--- config.mk ---
export PLATFORM = sky130hd
export DESIGN_NAME = rgmii_rx_framer
export DESIGN_NICKNAME = d
export VERILOG_FILES = /design/src/rtl/eth_rx_pkg.sv /design/src/rtl/iddr.sv /design/src/rtl/rgmii_rx_framer.sv
export SDC_FILE = /design/constraint.sdc
export NUM_CORES = 1
export LEC_CHECK = 0
export BUFFER_PORTS_ARGS = -buffer_cell sky130_fd_sc_hd__buf_2
export CAP_MARGIN = 0
export CORE_ASPECT_RATIO = 2
export CORE_UTILIZATION = 40
export DETAILED_ROUTE_END_ITERATION = 16
export GPL_TIMING_DRIVEN = 0
export HOLD_SLACK_MARGIN = 0.15
export PLACE_DENSITY = 0.68
export SETUP_SLACK_MARGIN = 0.2
export SKIP_CTS_REPAIR_TIMING = 1
export SLEW_MARGIN = 20
export SYNTH_ARGS = -nofsm -noshare
export SYNTH_HDL_FRONTEND = slang
export SYNTH_HIERARCHICAL = 1
export SYNTH_SLANG_ARGS = --single-unit
--- constraint.sdc ---
create_clock -name clk_i -period 3.2 [get_ports clk_i]
set_clock_uncertainty 0.05 [all_clocks]
set_input_delay 0.64 -clock clk_i [delete_from_list [all_inputs] [get_ports clk_i]]
set_output_delay 0.64 -clock clk_i [all_outputs]
set_load 0.01 [all_outputs]
--- src/rtl/eth_rx_pkg.sv ---
// Shared definitions for the RGMII receive framer: FSM state encoding,
// Ethernet preamble/SFD byte values and the CRC-32 constants with a
// byte-wide CRC update helper (used only when the FCS check is built in).
package eth_rx_pkg;

    typedef enum logic [1:0] {
        ST_IDLE     = 2'd0,
        ST_PREAMBLE = 2'd1,
        ST_DATA     = 2'd2,
        ST_DROP     = 2'd3
    } rx_state_e;

    localparam logic [7:0]  PREAMBLE_BYTE = 8'h55;
    localparam logic [7:0]  SFD_BYTE      = 8'hD5;
    localparam logic [31:0] CRC_POLY      = 32'h04C11DB7;
    localparam logic [31:0] CRC_INIT      = 32'hFFFFFFFF;
    localparam logic [31:0] CRC_RESIDUE   = 32'hC704DD7B;

    // Serial Ethernet CRC-32 advanced by one byte. Bits enter LSB first
    // (wire order), so the register stays in normal bit order and the
    // good-frame residue is CRC_RESIDUE.
    function automatic logic [31:0] crc32_next(input logic [31:0] crc,
                                               input logic [7:0]  data);
        logic [31:0] c;
        logic        fb;
        c = crc;
        for (int i = 0; i < 8; i++) begin
            fb = c[31] ^ data[i];
            c  = {c[30:0], 1'b0} ^ (fb ? CRC_POLY : 32'h0000_0000);
        end
        return c;
    endfunction

endpackage

--- src/rtl/iddr.sv ---
// Generic DDR input capture: rising-edge and falling-edge samples of d are
// re-registered together on the following rising edge so q1 (rise) and
// q2 (fall) belong to the same clock period.
module iddr #(
    parameter int WIDTH = 5
) (
    input  logic             clk_i,
    input  logic             rst_i,
    input  logic [WIDTH-1:0] d,
    output logic [WIDTH-1:0] q1,
    output logic [WIDTH-1:0] q2
);

    logic [WIDTH-1:0] rise_q;
    logic [WIDTH-1:0] fall_q;

    // Rising-edge sample of the DDR pins.
    always_ff @(posedge clk_i) begin
        if (rst_i) begin
            rise_q <= '0;
        end else begin
            rise_q <= d;
        end
    end

    // Falling-edge sample of the DDR pins.
    always_ff @(negedge clk_i) begin
        if (rst_i) begin
            fall_q <= '0;
        end else begin
            fall_q <= d;
        end
    end

    // Realign the rise/fall pair into the rising-edge domain.
    always_ff @(posedge clk_i) begin
        if (rst_i) begin
            q1 <= '0;
            q2 <= '0;
        end else begin
            q1 <= rise_q;
            q2 <= fall_q;
        end
    end

endmodule

--- src/rtl/rgmii_rx_framer.sv ---
// RGMII receive framer: DDR capture, preamble/SFD detection, byte stream
// with a one-byte hold stage so the final byte carries tlast, and per-frame
// status (error, length). Optional FCS check: define RGMII_RX_FCS_CHECK_EN.
module rgmii_rx_framer
    import eth_rx_pkg::*;
#(
    parameter int MIN_FRAME_LEN = 64,
    parameter int MAX_FRAME_LEN = 1518
) (
    input  logic        clk_i,
    input  logic        rst_i,
    input  logic [3:0]  rgmii_rxd_i,
    input  logic        rgmii_rx_ctl_i,
    output logic [7:0]  m_tdata_o,
    output logic        m_tvalid_o,
    output logic        m_tlast_o,
    output logic        m_tuser_o,
    output logic        frame_done_o,
    output logic        frame_err_o,
    output logic [15:0] frame_len_o
);

    logic [4:0] rise_s, fall_s;
    logic [7:0] byte_s;
    logic       dv_s, er_s;

    iddr #(.WIDTH(5)) u_iddr (
        .clk_i (clk_i),
        .rst_i (rst_i),
        .d     ({rgmii_rx_ctl_i, rgmii_rxd_i}),
        .q1    (rise_s),
        .q2    (fall_s)
    );

    assign byte_s = {fall_s[3:0], rise_s[3:0]};
    assign dv_s   = rise_s[4];
    assign er_s   = rise_s[4] ^ fall_s[4];

    rx_state_e   state_q, state_d;
    logic [7:0]  hold_q, hold_d;
    logic        hold_vld_q, hold_vld_d;
    logic [15:0] cnt_q, cnt_d;
    logic        err_q, err_d;
    logic [7:0]  tdata_q, tdata_d;
    logic        tvalid_q, tvalid_d, tlast_q, tlast_d, tuser_q, tuser_d;
    logic        done_q, done_d, ferr_q, ferr_d;
    logic [15:0] flen_q, flen_d;
    logic        start_s, bad_s, fcs_bad_s;

`ifdef RGMII_RX_FCS_CHECK_EN
    logic [31:0] crc_q, crc_d;
    assign fcs_bad_s = (crc_q != CRC_RESIDUE);
`else
    assign fcs_bad_s = 1'b0;
`endif

    // Error status applied to the final beat of a normally terminated frame.
    assign bad_s = err_q | (cnt_q < 16'(MIN_FRAME_LEN)) | fcs_bad_s;

    // Framing FSM, hold stage, counters and output beat selection.
    always_comb begin
        state_d    = state_q;
        hold_d     = hold_q;
        hold_vld_d = hold_vld_q;
        cnt_d      = cnt_q;
        err_d      = err_q;
`ifdef RGMII_RX_FCS_CHECK_EN
        crc_d      = crc_q;
`endif
        tdata_d    = tdata_q;
        tvalid_d   = 1'b0;
        tlast_d    = 1'b0;
        tuser_d    = 1'b0;
        done_d     = 1'b0;
        ferr_d     = 1'b0;
        flen_d     = flen_q;
        start_s    = 1'b0;

        case (state_q)
            ST_IDLE: begin
                if (dv_s) begin
                    if (byte_s == PREAMBLE_BYTE) begin
                        state_d = ST_PREAMBLE;
                    end else if (byte_s == SFD_BYTE) begin
                        state_d = ST_DATA;
                        start_s = 1'b1;
                    end else begin
                        state_d = ST_DROP;
                    end
                end else begin
                    state_d = ST_IDLE;
                end
            end
            ST_PREAMBLE: begin
                if (!dv_s) begin
                    state_d = ST_IDLE;
                end else if (byte_s == PREAMBLE_BYTE) begin
                    state_d = ST_PREAMBLE;
                end else if (byte_s == SFD_BYTE) begin
                    state_d = ST_DATA;
                    start_s = 1'b1;
                end else begin
                    state_d = ST_DROP;
                end
            end
            ST_DATA: begin
                if (hold_vld_q && (cnt_q > 16'(MAX_FRAME_LEN))) begin
                    // Held byte is the first one past the limit: close as oversize.
                    tdata_d    = hold_q;
                    tvalid_d   = 1'b1;
                    tlast_d    = 1'b1;
                    tuser_d    = 1'b1;
                    done_d     = 1'b1;
                    ferr_d     = 1'b1;
                    flen_d     = cnt_q;
                    hold_vld_d = 1'b0;
                    state_d    = ST_DROP;
                end else if (dv_s) begin
                    if (hold_vld_q) begin
                        tdata_d  = hold_q;
                        tvalid_d = 1'b1;
                    end else begin
                        tvalid_d = 1'b0;
                    end
                    hold_d     = byte_s;
                    hold_vld_d = 1'b1;
                    cnt_d      = (cnt_q == 16'hFFFF) ? cnt_q : cnt_q + 16'd1;
                    err_d      = err_q | er_s;
`ifdef RGMII_RX_FCS_CHECK_EN
                    crc_d      = crc32_next(crc_q, byte_s);
`endif
                end else begin
                    if (hold_vld_q) begin
                        tdata_d  = hold_q;
                        tvalid_d = 1'b1;
                        tlast_d  = 1'b1;
                        tuser_d  = bad_s;
                        ferr_d   = bad_s;
                        flen_d   = cnt_q;
                    end else begin
                        // SFD with no data behind it.
                        ferr_d   = 1'b1;
                        flen_d   = 16'd0;
                    end
                    done_d     = 1'b1;
                    hold_vld_d = 1'b0;
                    state_d    = ST_IDLE;
                end
            end
            ST_DROP: begin
                if (!dv_s) begin
                    state_d = ST_IDLE;
                end else begin
                    state_d = ST_DROP;
                end
            end
            default: begin
                state_d = ST_IDLE;
            end
        endcase

        if (start_s) begin
            hold_vld_d = 1'b0;
            cnt_d      = 16'd0;
            err_d      = 1'b0;
`ifdef RGMII_RX_FCS_CHECK_EN
            crc_d      = CRC_INIT;
`endif
        end else begin
            hold_vld_d = hold_vld_d;
        end
    end

    // State, datapath and registered outputs.
    always_ff @(posedge clk_i) begin
        if (rst_i) begin
            state_q    <= ST_IDLE;
            hold_q     <= 8'h00;
            hold_vld_q <= 1'b0;
            cnt_q      <= 16'd0;
            err_q      <= 1'b0;
`ifdef RGMII_RX_FCS_CHECK_EN
            crc_q      <= 32'h0000_0000;
`endif
            tdata_q    <= 8'h00;
            tvalid_q   <= 1'b0;
            tlast_q    <= 1'b0;
            tuser_q    <= 1'b0;
            done_q     <= 1'b0;
            ferr_q     <= 1'b0;
            flen_q     <= 16'd0;
        end else begin
            state_q    <= state_d;
            hold_q     <= hold_d;
            hold_vld_q <= hold_vld_d;
            cnt_q      <= cnt_d;
            err_q      <= err_d;
`ifdef RGMII_RX_FCS_CHECK_EN
            crc_q      <= crc_d;
`endif
            tdata_q    <= tdata_d;
            tvalid_q   <= tvalid_d;
            tlast_q    <= tlast_d;
            tuser_q    <= tuser_d;
            done_q     <= done_d;
            ferr_q     <= ferr_d;
            flen_q     <= flen_d;
        end
    end

    assign m_tdata_o    = tdata_q;
    assign m_tvalid_o   = tvalid_q;
    assign m_tlast_o    = tlast_q;
    assign m_tuser_o    = tuser_q;
    assign frame_done_o = done_q;
    assign frame_err_o  = ferr_q;
    assign frame_len_o  = flen_q;

endmodule

==> results of run 1 <==
-- layout make-up --
class                      count  share of cell area
sequential                    77               0.444
multi-input combinational    186               0.343
timing repair buffer          35              0.0505
inverter                       2             0.00216
clock inverter                11              0.0325
clock buffer                  10              0.0721
buffer                        18              0.0231
tap                           90              0.0325
-- sequential cells by signal, summed over array words and instances, names as in the netlist --
signal / count
cnt_q: 16
err_q: 1
m_tuser_o: 1
m_tdata_o: 8
frame_len_o: 16
hold_vld_q: 1
frame_done_o: 1
frame_err_o: 1
hold_q: 8
m_tvalid_o: 1
u_iddr/q2: 5
state_q: 2
u_iddr/fall_q: 5
m_tlast_o: 1
u_iddr/q1: 5
u_iddr/rise_q: 5
-- critical path, delay by kind of cell, from the launching register on --
family / cells / cell delay, ps
AOI/OAI and AO/OA: 2 / 630
buffers and inverters: 3 / 1050
and+or+nand+nor: 2 / 230
muxes: 1 / 230
DFF: 1 / 440
-- through the flow --
step / total power (W) / hold WS [ps]
floorplan: 0.00104 / 361
global route: 0.00225 / 402
detailed placement: 0.00105 / 371
global placement: 0.00105 / 370
CTS: 0.00220 / 385
finish: 0.00219 / 380
-- layer usage --
layer / vias to the layer above / share of wire / global-route usage
li1: 1138 / - / -
met1: 1115 / 0.36 / 0.179
met2: 65 / 0.56 / 0.335
met3: 22 / 0.041 / 0.0620
met4: 0 / 0.041 / 0.119
met5: - / 0 / 0
-- cell usage in the layout (no fill, tap or decap), types with 2 or more instances in the layout --
| cell type | netlist | routed |
|---|---|---|
| a21oi_1 | 26 | 26 |
| or3_1 | 2 | 2 |
| bufinv_16 | 0 | 2 |
| o31ai_1 | 15 | 15 |
| and3_1 | 3 | 3 |
| and2b_1 | 2 | 2 |
| buf_2 | 4 | 39 |
| mux2i_1 | 8 | 8 |
| and4_1 | 4 | 4 |
| and2_1 | 5 | 5 |
| nor2b_1 | 4 | 4 |
| dfxtp_1 | 77 | 77 |
| clkbuf_1 | 13 | 13 |
| or4_1 | 13 | 13 |
| nor3_1 | 4 | 4 |
| nor2b_2 | 7 | 7 |
| nand3_1 | 9 | 9 |
| clkbuf_16 | 0 | 10 |
| a41o_1 | 2 | 2 |
| a22o_1 | 15 | 15 |
| nand2_1 | 28 | 28 |
| nor2_1 | 17 | 17 |
| and2b_2 | 3 | 3 |
| inv_1 | 3 | 7 |
-- kinds of logic after synthesis --
logic type	Yosys count	share of synthesized area
mux	8	0.0284
buf+inv	21	0.0324
fa+ha+maj	1	0.00443
compound gates	70	0.175
flops	77	0.546
simple gates	107	0.214
-- worst max path at each step --
stage | to | start | slack, ps
2_1_floorplan | u_iddr/fall_q[0]$_DFF_N_ | rst_i | 610
3_3_place_gp | u_iddr/fall_q[0]$_DFF_N_ | rst_i | 280
3_5_place_dp | u_iddr/fall_q[1]$_DFF_N_ | rst_i | 270
4_1_cts | hold_q[0]$_SDFFE_PP0P_ | cnt_q[5]$_SDFFE_PP0P_ | 470
5_1_grt | hold_q[0]$_SDFFE_PP0P_ | cnt_q[5]$_SDFFE_PP0P_ | 290
6_report | hold_q[0]$_SDFFE_PP0P_ | cnt_q[5]$_SDFFE_PP0P_ | 430
-- power by group through the flow --
stage	Sequential, W	Clock [W]	Combinational [W]
2_1_floorplan	0.000997	0.0000117	0.0000286
3_3_place_gp	0.000998	0.0000117	0.0000424
3_5_place_dp	0.000998	0.0000117	0.0000429
4_1_cts	0.000978	0.00118	0.0000432
5_1_grt	0.000979	0.00122	0.0000467
6_report	0.000978	0.00117	0.0000423
==> results.ini, run 1 <==
[outcome]
status=complete, no violations

[final_layout]
nets=342
multi_input_area_um2=1190
drive_gt1_frac=0.204
fin_util=0.504
seq_area_um2=1540
instances_no_fill=429
synthToLayoutAreaGrowth_pct=22.9
fillCellCount=675
diodes=0
stdcell_area_um2=3470

[critical_path]
critPathKind=flop to flop
cp_max_fo=10
crit_top_cell=clkbuf_1
slowest_stage=dfxtp_1
cp_data_arrival_time_ps=2930
rr_worst_depth=8
cp_slowest_stage_delay_ps=440
required_ps=3360
r2r_end=hold_q[0]$_SDFFE_PP0P_
cp-start-kind=flop
cp_cell_sequence=and3_1, clkbuf_1, a311oi_2, a32oi_1, clkbuf_1, buf_2, mux2i_1, nor2_1
r2r_start=cnt_q[5]$_SDFFE_PP0P_
r2r_slack_ps=430
worstSetupEndpointType=flop

[global_routing]
grt_max_degree=15
first_global_vias=2244
grt_util_all_layers=0.191
antenna_found_initial=0
grt_pass1_wl_um=10200
overflow=0

[floorplan]
initial_core_util=0.410
die-area_um2=7420
die_h_um=121
core_um2=6890
num_rows=43
ios=36
die-width_um=61.4

[detailed_routing]
drtAntennaViolNets=0
wl_um=6370
route.detailed.drc=0
dr.pass1.iters=4
drt_iter0_markers=160
vias=2340
wire_per_inst_um=14.8
vias_per_cell=5.45

[min_path]
min_from=u_iddr/rise_q[4]$_DFF_P_
whs_path_depth=1
hold_path_end=u_iddr/q1[4]$_SDFF_PP0_
hold_class=flop to flop

[synthesis]
synth.top_cell.area_share=0.546
synth_area_per_cell_um2=9.94
synth_nets=292
synth_edf_count=0
ys.warnings.count=6
synth_area_um2=2820
ys_seq_elements=77
yosysMostFrequentCell=dfxtp_1
yosys.area.top_type=dfxtp_1
ys.flop_type=dfxtp_1
synthDistinctLibCells=42
yosys-top-cells-area=dfxtp_1, a22o_1, a21oi_1, o31ai_1, nand2_1
yosysSeqAreaShare=0.546
syn_inst=284
async_reset_ff_frac=0
synth_commonest_cells=dfxtp_1, nand2_1, a21oi_1

[placement]
place_inst=409
post_dp_cell_area_um2=3110
dp_slack_ps=272
portBuffers=35
dp_hpwl_um=4590
gp_congestion=0.846

[power_and_ir_drop]
power_density_nw_per_um2=630
power_frac_seq=0.447
leakage_nw=1.42
internal_power_w=0.00174
netSwitchingFraction=0.206
p_clk_frac=0.533
p_sw_w=0.000451
ir_worst_vdd_v=0.000566
p_comb_frac=0.019

[timing]
finalCriticalPeriod_ps=2770
setup_tns_ps=0
period_share=0.865
tightest_slew_ps=611
rsz0062_at_grt=false
fmax_ghz=0.361
hold_viol=0
drv_slew=0
setup_viol=0
fin_ws_ps=432
slew_headroom=0.592

[flow_run]
cap_violations=0

[clock_network]
cts_tree=built
clkSlewWorstSetupHoldPaths_ps=60
cts_buffers=9
h-tree-depth=3
clock_path_buffers=2
root_buffer=clkbuf_16
clock_latency_ps=390
clock_sinks=77

No activity file was read; power rests on OpenSTA's default activity.
==> run 2: changes to the inputs <==
Settings changed: SETUP_SLACK_MARGIN 0.2 to 0.5.
==> results.ini, run 2 (synthesized netlist as in run 1, its figures left out) <==
[timing]
fmax_ghz=0.398
setup_tns_ps=0
setup_viol=0
drv_slew=0
tightest_slew_ps=512
period_share=0.790
fin_ws_ps=673
whs_ps=380
finalCriticalPeriod_ps=2530
slew_headroom=0.659
rsz0062_at_grt=false
hold_viol=0

[critical_path]
cp_max_fo=12
required_ps=1820
cp-start-kind=input port
critPathKind=input port to flop
worstSetupEndpointType=flop
cp_data_arrival_time_ps=1150

[global_routing]
grt_max_degree=15
grt_pass1_wl_um=10200
overflow=0
antenna_found_initial=0
grt_util_all_layers=0.191
grt_use_met3=0.0620
grt_util_met2=0.335
grtUsageMet1=0.179
first_global_vias=2244
grt-busiest-layer=met2

[power_and_ir_drop]
p_total_w=0.00219
ir_worst_vdd_v=0.000566
power_density_nw_per_um2=625
leakage_nw=1.44

[placement]
dp_hpwl_um=4590
dp_slack_ps=272
gp_congestion=0.846
portBuffers=35

[detailed_routing]
wl_um=6380
drtAntennaViolNets=0
dr.pass1.iters=4
vias_per_cell=5.43
wire_per_inst_um=14.9
route.detailed.drc=0
vias=2329
drt_iter0_markers=135

[final_layout]
layout_commonest_cell=dfxtp_1
nets=342
drive_gt1_frac=0.215
diodes=0
synthToLayoutAreaGrowth_pct=24.0
fillCellCount=668
final_cell_mix=dfxtp_1, buf_2, nand2_1

[clock_network]
clock_sinks=77
root_buffer=clkbuf_16
h-tree-depth=3
cts_buffers=9
clkSlewWorstSetupHoldPaths_ps=60
clock_path_buffers=2
cts_tree=built
clock_latency_ps=390

[floorplan]
die_h_um=121
num_rows=43
die-width_um=61.4
core_um2=6890
initial_core_util=0.410
die-area_um2=7420
ios=36

[min_path]
hold_class=flop to flop

[outcome]
status=complete, no violations

[flow_run]
cap_violations=0

==> run 2: layout make-up <==
cell class / instances / area, um2 / share of cell area
buffer: 18 / 82.6 / 0.0236
clock buffer: 10 / 250 / 0.0715
clock inverter: 11 / 113 / 0.0322
inverter: 2 / 7.51 / 0.00214
multi-input combinational: 186 / 1220 / 0.348
sequential: 77 / 1540 / 0.440
tap: 90 / 113 / 0.0322
timing repair buffer: 35 / 175 / 0.0500
==> run 2: power breakdown <==
part           internal [W]  switching, W  total [W]
registers          0.000973    0.00000517   0.000978
logic             0.0000168     0.0000266  0.0000435
clock network      0.000746      0.000420    0.00117
total               0.00174      0.000452    0.00219
==> run 2: per-stage QoR <==
step | utilization | area, um2 | std cells
floorplan | - | 2820 | 284
global placement | 0.452 | 3110 | 409
detailed placement | 0.452 | 3110 | 409
CTS | 0.504 | 3470 | 429
global route | 0.508 | 3500 | 429
finish | 0.508 | 3500 | 429
==> run 2: final timing paths <==
check	start	cells after the start	slack (ps)	to
setup / recovery	rst_i	3	670	u_iddr/fall_q[3]$_DFF_N_
hold / removal	u_iddr/rise_q[4]$_DFF_P_	1	380	u_iddr/q1[4]$_SDFF_PP0_
setup reg to reg	cnt_q[12]$_SDFFE_PP0P_	6	690	cnt_q[9]$_SDFFE_PP0P_
hold reg to reg	u_iddr/rise_q[4]$_DFF_P_	1	380	u_iddr/q1[4]$_SDFF_PP0_
==> run 2: worst max-delay path, stage by stage <==
cell,delay [ps]
buf_2,240
buf_6,200
nor2b_1,60
==> run 2: metal layers <==
metal,vias to the layer above,share of wire
li1,1143,-
met1,1106,0.37
met2,58,0.55
met3,22,0.039
met4,0,0.042
met5,-,0
==> run 3: changes to the inputs <==
Settings changed: PLACE_DENSITY 0.68 to 0.7.
Clock period 3.2 ns to 2.2 ns, I/O delays scaled along.
==> results.ini, run 3 (synthesized netlist as in run 1, its figures left out) <==
[placement]
portBuffers=35
gp_congestion=0.823
dp_slack_ps=-221
post_dp_cell_area_um2=3160
dp_hpwl_um=4580

[timing]
fin_ws_ps=-209
period_share=1.09
drv_slew=0
tightest_slew_ps=636
finalCriticalPeriod_ps=2410
setup_viol=29
slew_headroom=0.576
hold_viol=0
rsz0062_at_grt=true
setup_tns_ps=-2050
fmax_ghz=0.415

[detailed_routing]
vias_per_cell=5.44
dr.pass1.iters=4
wl_met1_um=2400
wire_per_inst_um=15.2
top_layer=met4
vias=2355
drtAntennaViolNets=0
drt_iter0_markers=112
route.detailed.drc=0
wl_um=6590
wl_met3_um=244
wl_met2_um=3720

[clock_network]
clock_path_buffers=2
root_buffer=clkbuf_16
clock_sinks=77
cts_tree=built
clkSlewWorstSetupHoldPaths_ps=60
clock_latency_ps=390
h-tree-depth=3
cts_buffers=9

[global_routing]
grt_util_all_layers=0.191
first_global_vias=2333
overflow=0
grt_pass1_wl_um=10400
grt_max_degree=14
antenna_found_initial=0

[min_path]
hold_class=input port to flop

[final_layout]
layout_commonest_cell=dfxtp_1
nets=346
final_cell_mix=dfxtp_1, buf_2, nand2_1
stdcell_area_um2=3630
drive_gt1_frac=0.300
diodes=0
synthToLayoutAreaGrowth_pct=28.5

[power_and_ir_drop]
power_frac_seq=0.483
power_density_nw_per_um2=813
p_sw_w=0.000628
leakage_nw=1.48
netSwitchingFraction=0.213
p_clk_frac=0.491
ir_worst_vdd_v=0.000498
internal_power_w=0.00232
p_comb_frac=0.026

[floorplan]
ios=36
die-width_um=61.4
num_rows=43
initial_core_util=0.410
die_h_um=121
die-area_um2=7420
core_um2=6890

[critical_path]
cp-start-kind=flop
required_ps=2400
cp_data_arrival_time_ps=2610
cp_slowest_stage_delay_ps=590
r2r_slack_ps=-210
cp_cell_sequence=or4_4, a311oi_4, a32oi_4, buf_2, or4_1, a21oi_1
cp_max_fo=6
worstSetupEndpointType=flop
slowest_stage=or4_4
critPathKind=flop to flop

[outcome]
violations=setup timing
status=complete, but fails checks

[flow_run]
cap_violations=0

run 3: cell count changes in the layout (fill, tap and decap cells not counted), sizes merged:
cell | previous run | this run
inv | 9 | 8
clkbuf | 23 | 24
bufinv | 2 | 0
clkinv | 2 | 4
buf | 40 | 44
run 3: through the flow:
step | total power [W] | utilization | instances | hold slack [ps]
after detailed placement | 0.00154 | 0.458 | 409 | 382
after floorplan | 0.00151 | - | 284 | 361
after global placement | 0.00153 | 0.458 | 409 | 366
after CTS | 0.00298 | 0.504 | 429 | 266
after global routing | 0.00305 | 0.527 | 433 | 276
final | 0.00295 | 0.527 | 433 | 277
run 3: final timing paths:
path	start	endpoint	cells after the start
setup / recovery	cnt_q[14]$_SDFFE_PP0P_	cnt_q[9]$_SDFFE_PP0P_	6
hold reg to reg	u_iddr/rise_q[3]$_DFF_P_	u_iddr/q1[3]$_SDFF_PP0_	1
hold / removal	rgmii_rxd_i[2]	u_iddr/rise_q[2]$_DFF_P_	2
setup reg to reg	cnt_q[14]$_SDFFE_PP0P_	cnt_q[9]$_SDFFE_PP0P_	6
run 3: area by class of cell:
class	count	area [um2]
inverter	2	7.51
multi-input combinational	186	1310
buffer	18	126
clock buffer	11	264
tap	90	113
fill	662	3260
sequential	77	1550
clock inverter	10	51.3
timing repair buffer	39	209
run 3: worst max-delay path: cells and delay by family (launching register included):
family | cells | cell delay [ps]
simple gates | 2 | 1100
compound gates | 3 | 630
flops | 1 | 330
buf+inv | 1 | 210
run 3: power groups by stage:
stage / Clock [W] / Sequential, W / Combinational, W
2_1_floorplan: 0.0000170 / 0.00145 / 0.0000456
3_3_place_gp: 0.0000170 / 0.00145 / 0.0000660
3_5_place_dp: 0.0000170 / 0.00145 / 0.0000676
4_1_cts: 0.00149 / 0.00142 / 0.0000674
5_1_grt: 0.00154 / 0.00142 / 0.0000847
6_report: 0.00145 / 0.00142 / 0.0000781
run 3: layer usage:
layer	vias to the layer above	global-route usage
met5	-	0
met4	0	0.104
met3	18	0.0663
met2	60	0.340
met1	1131	0.178
li1	1146	-
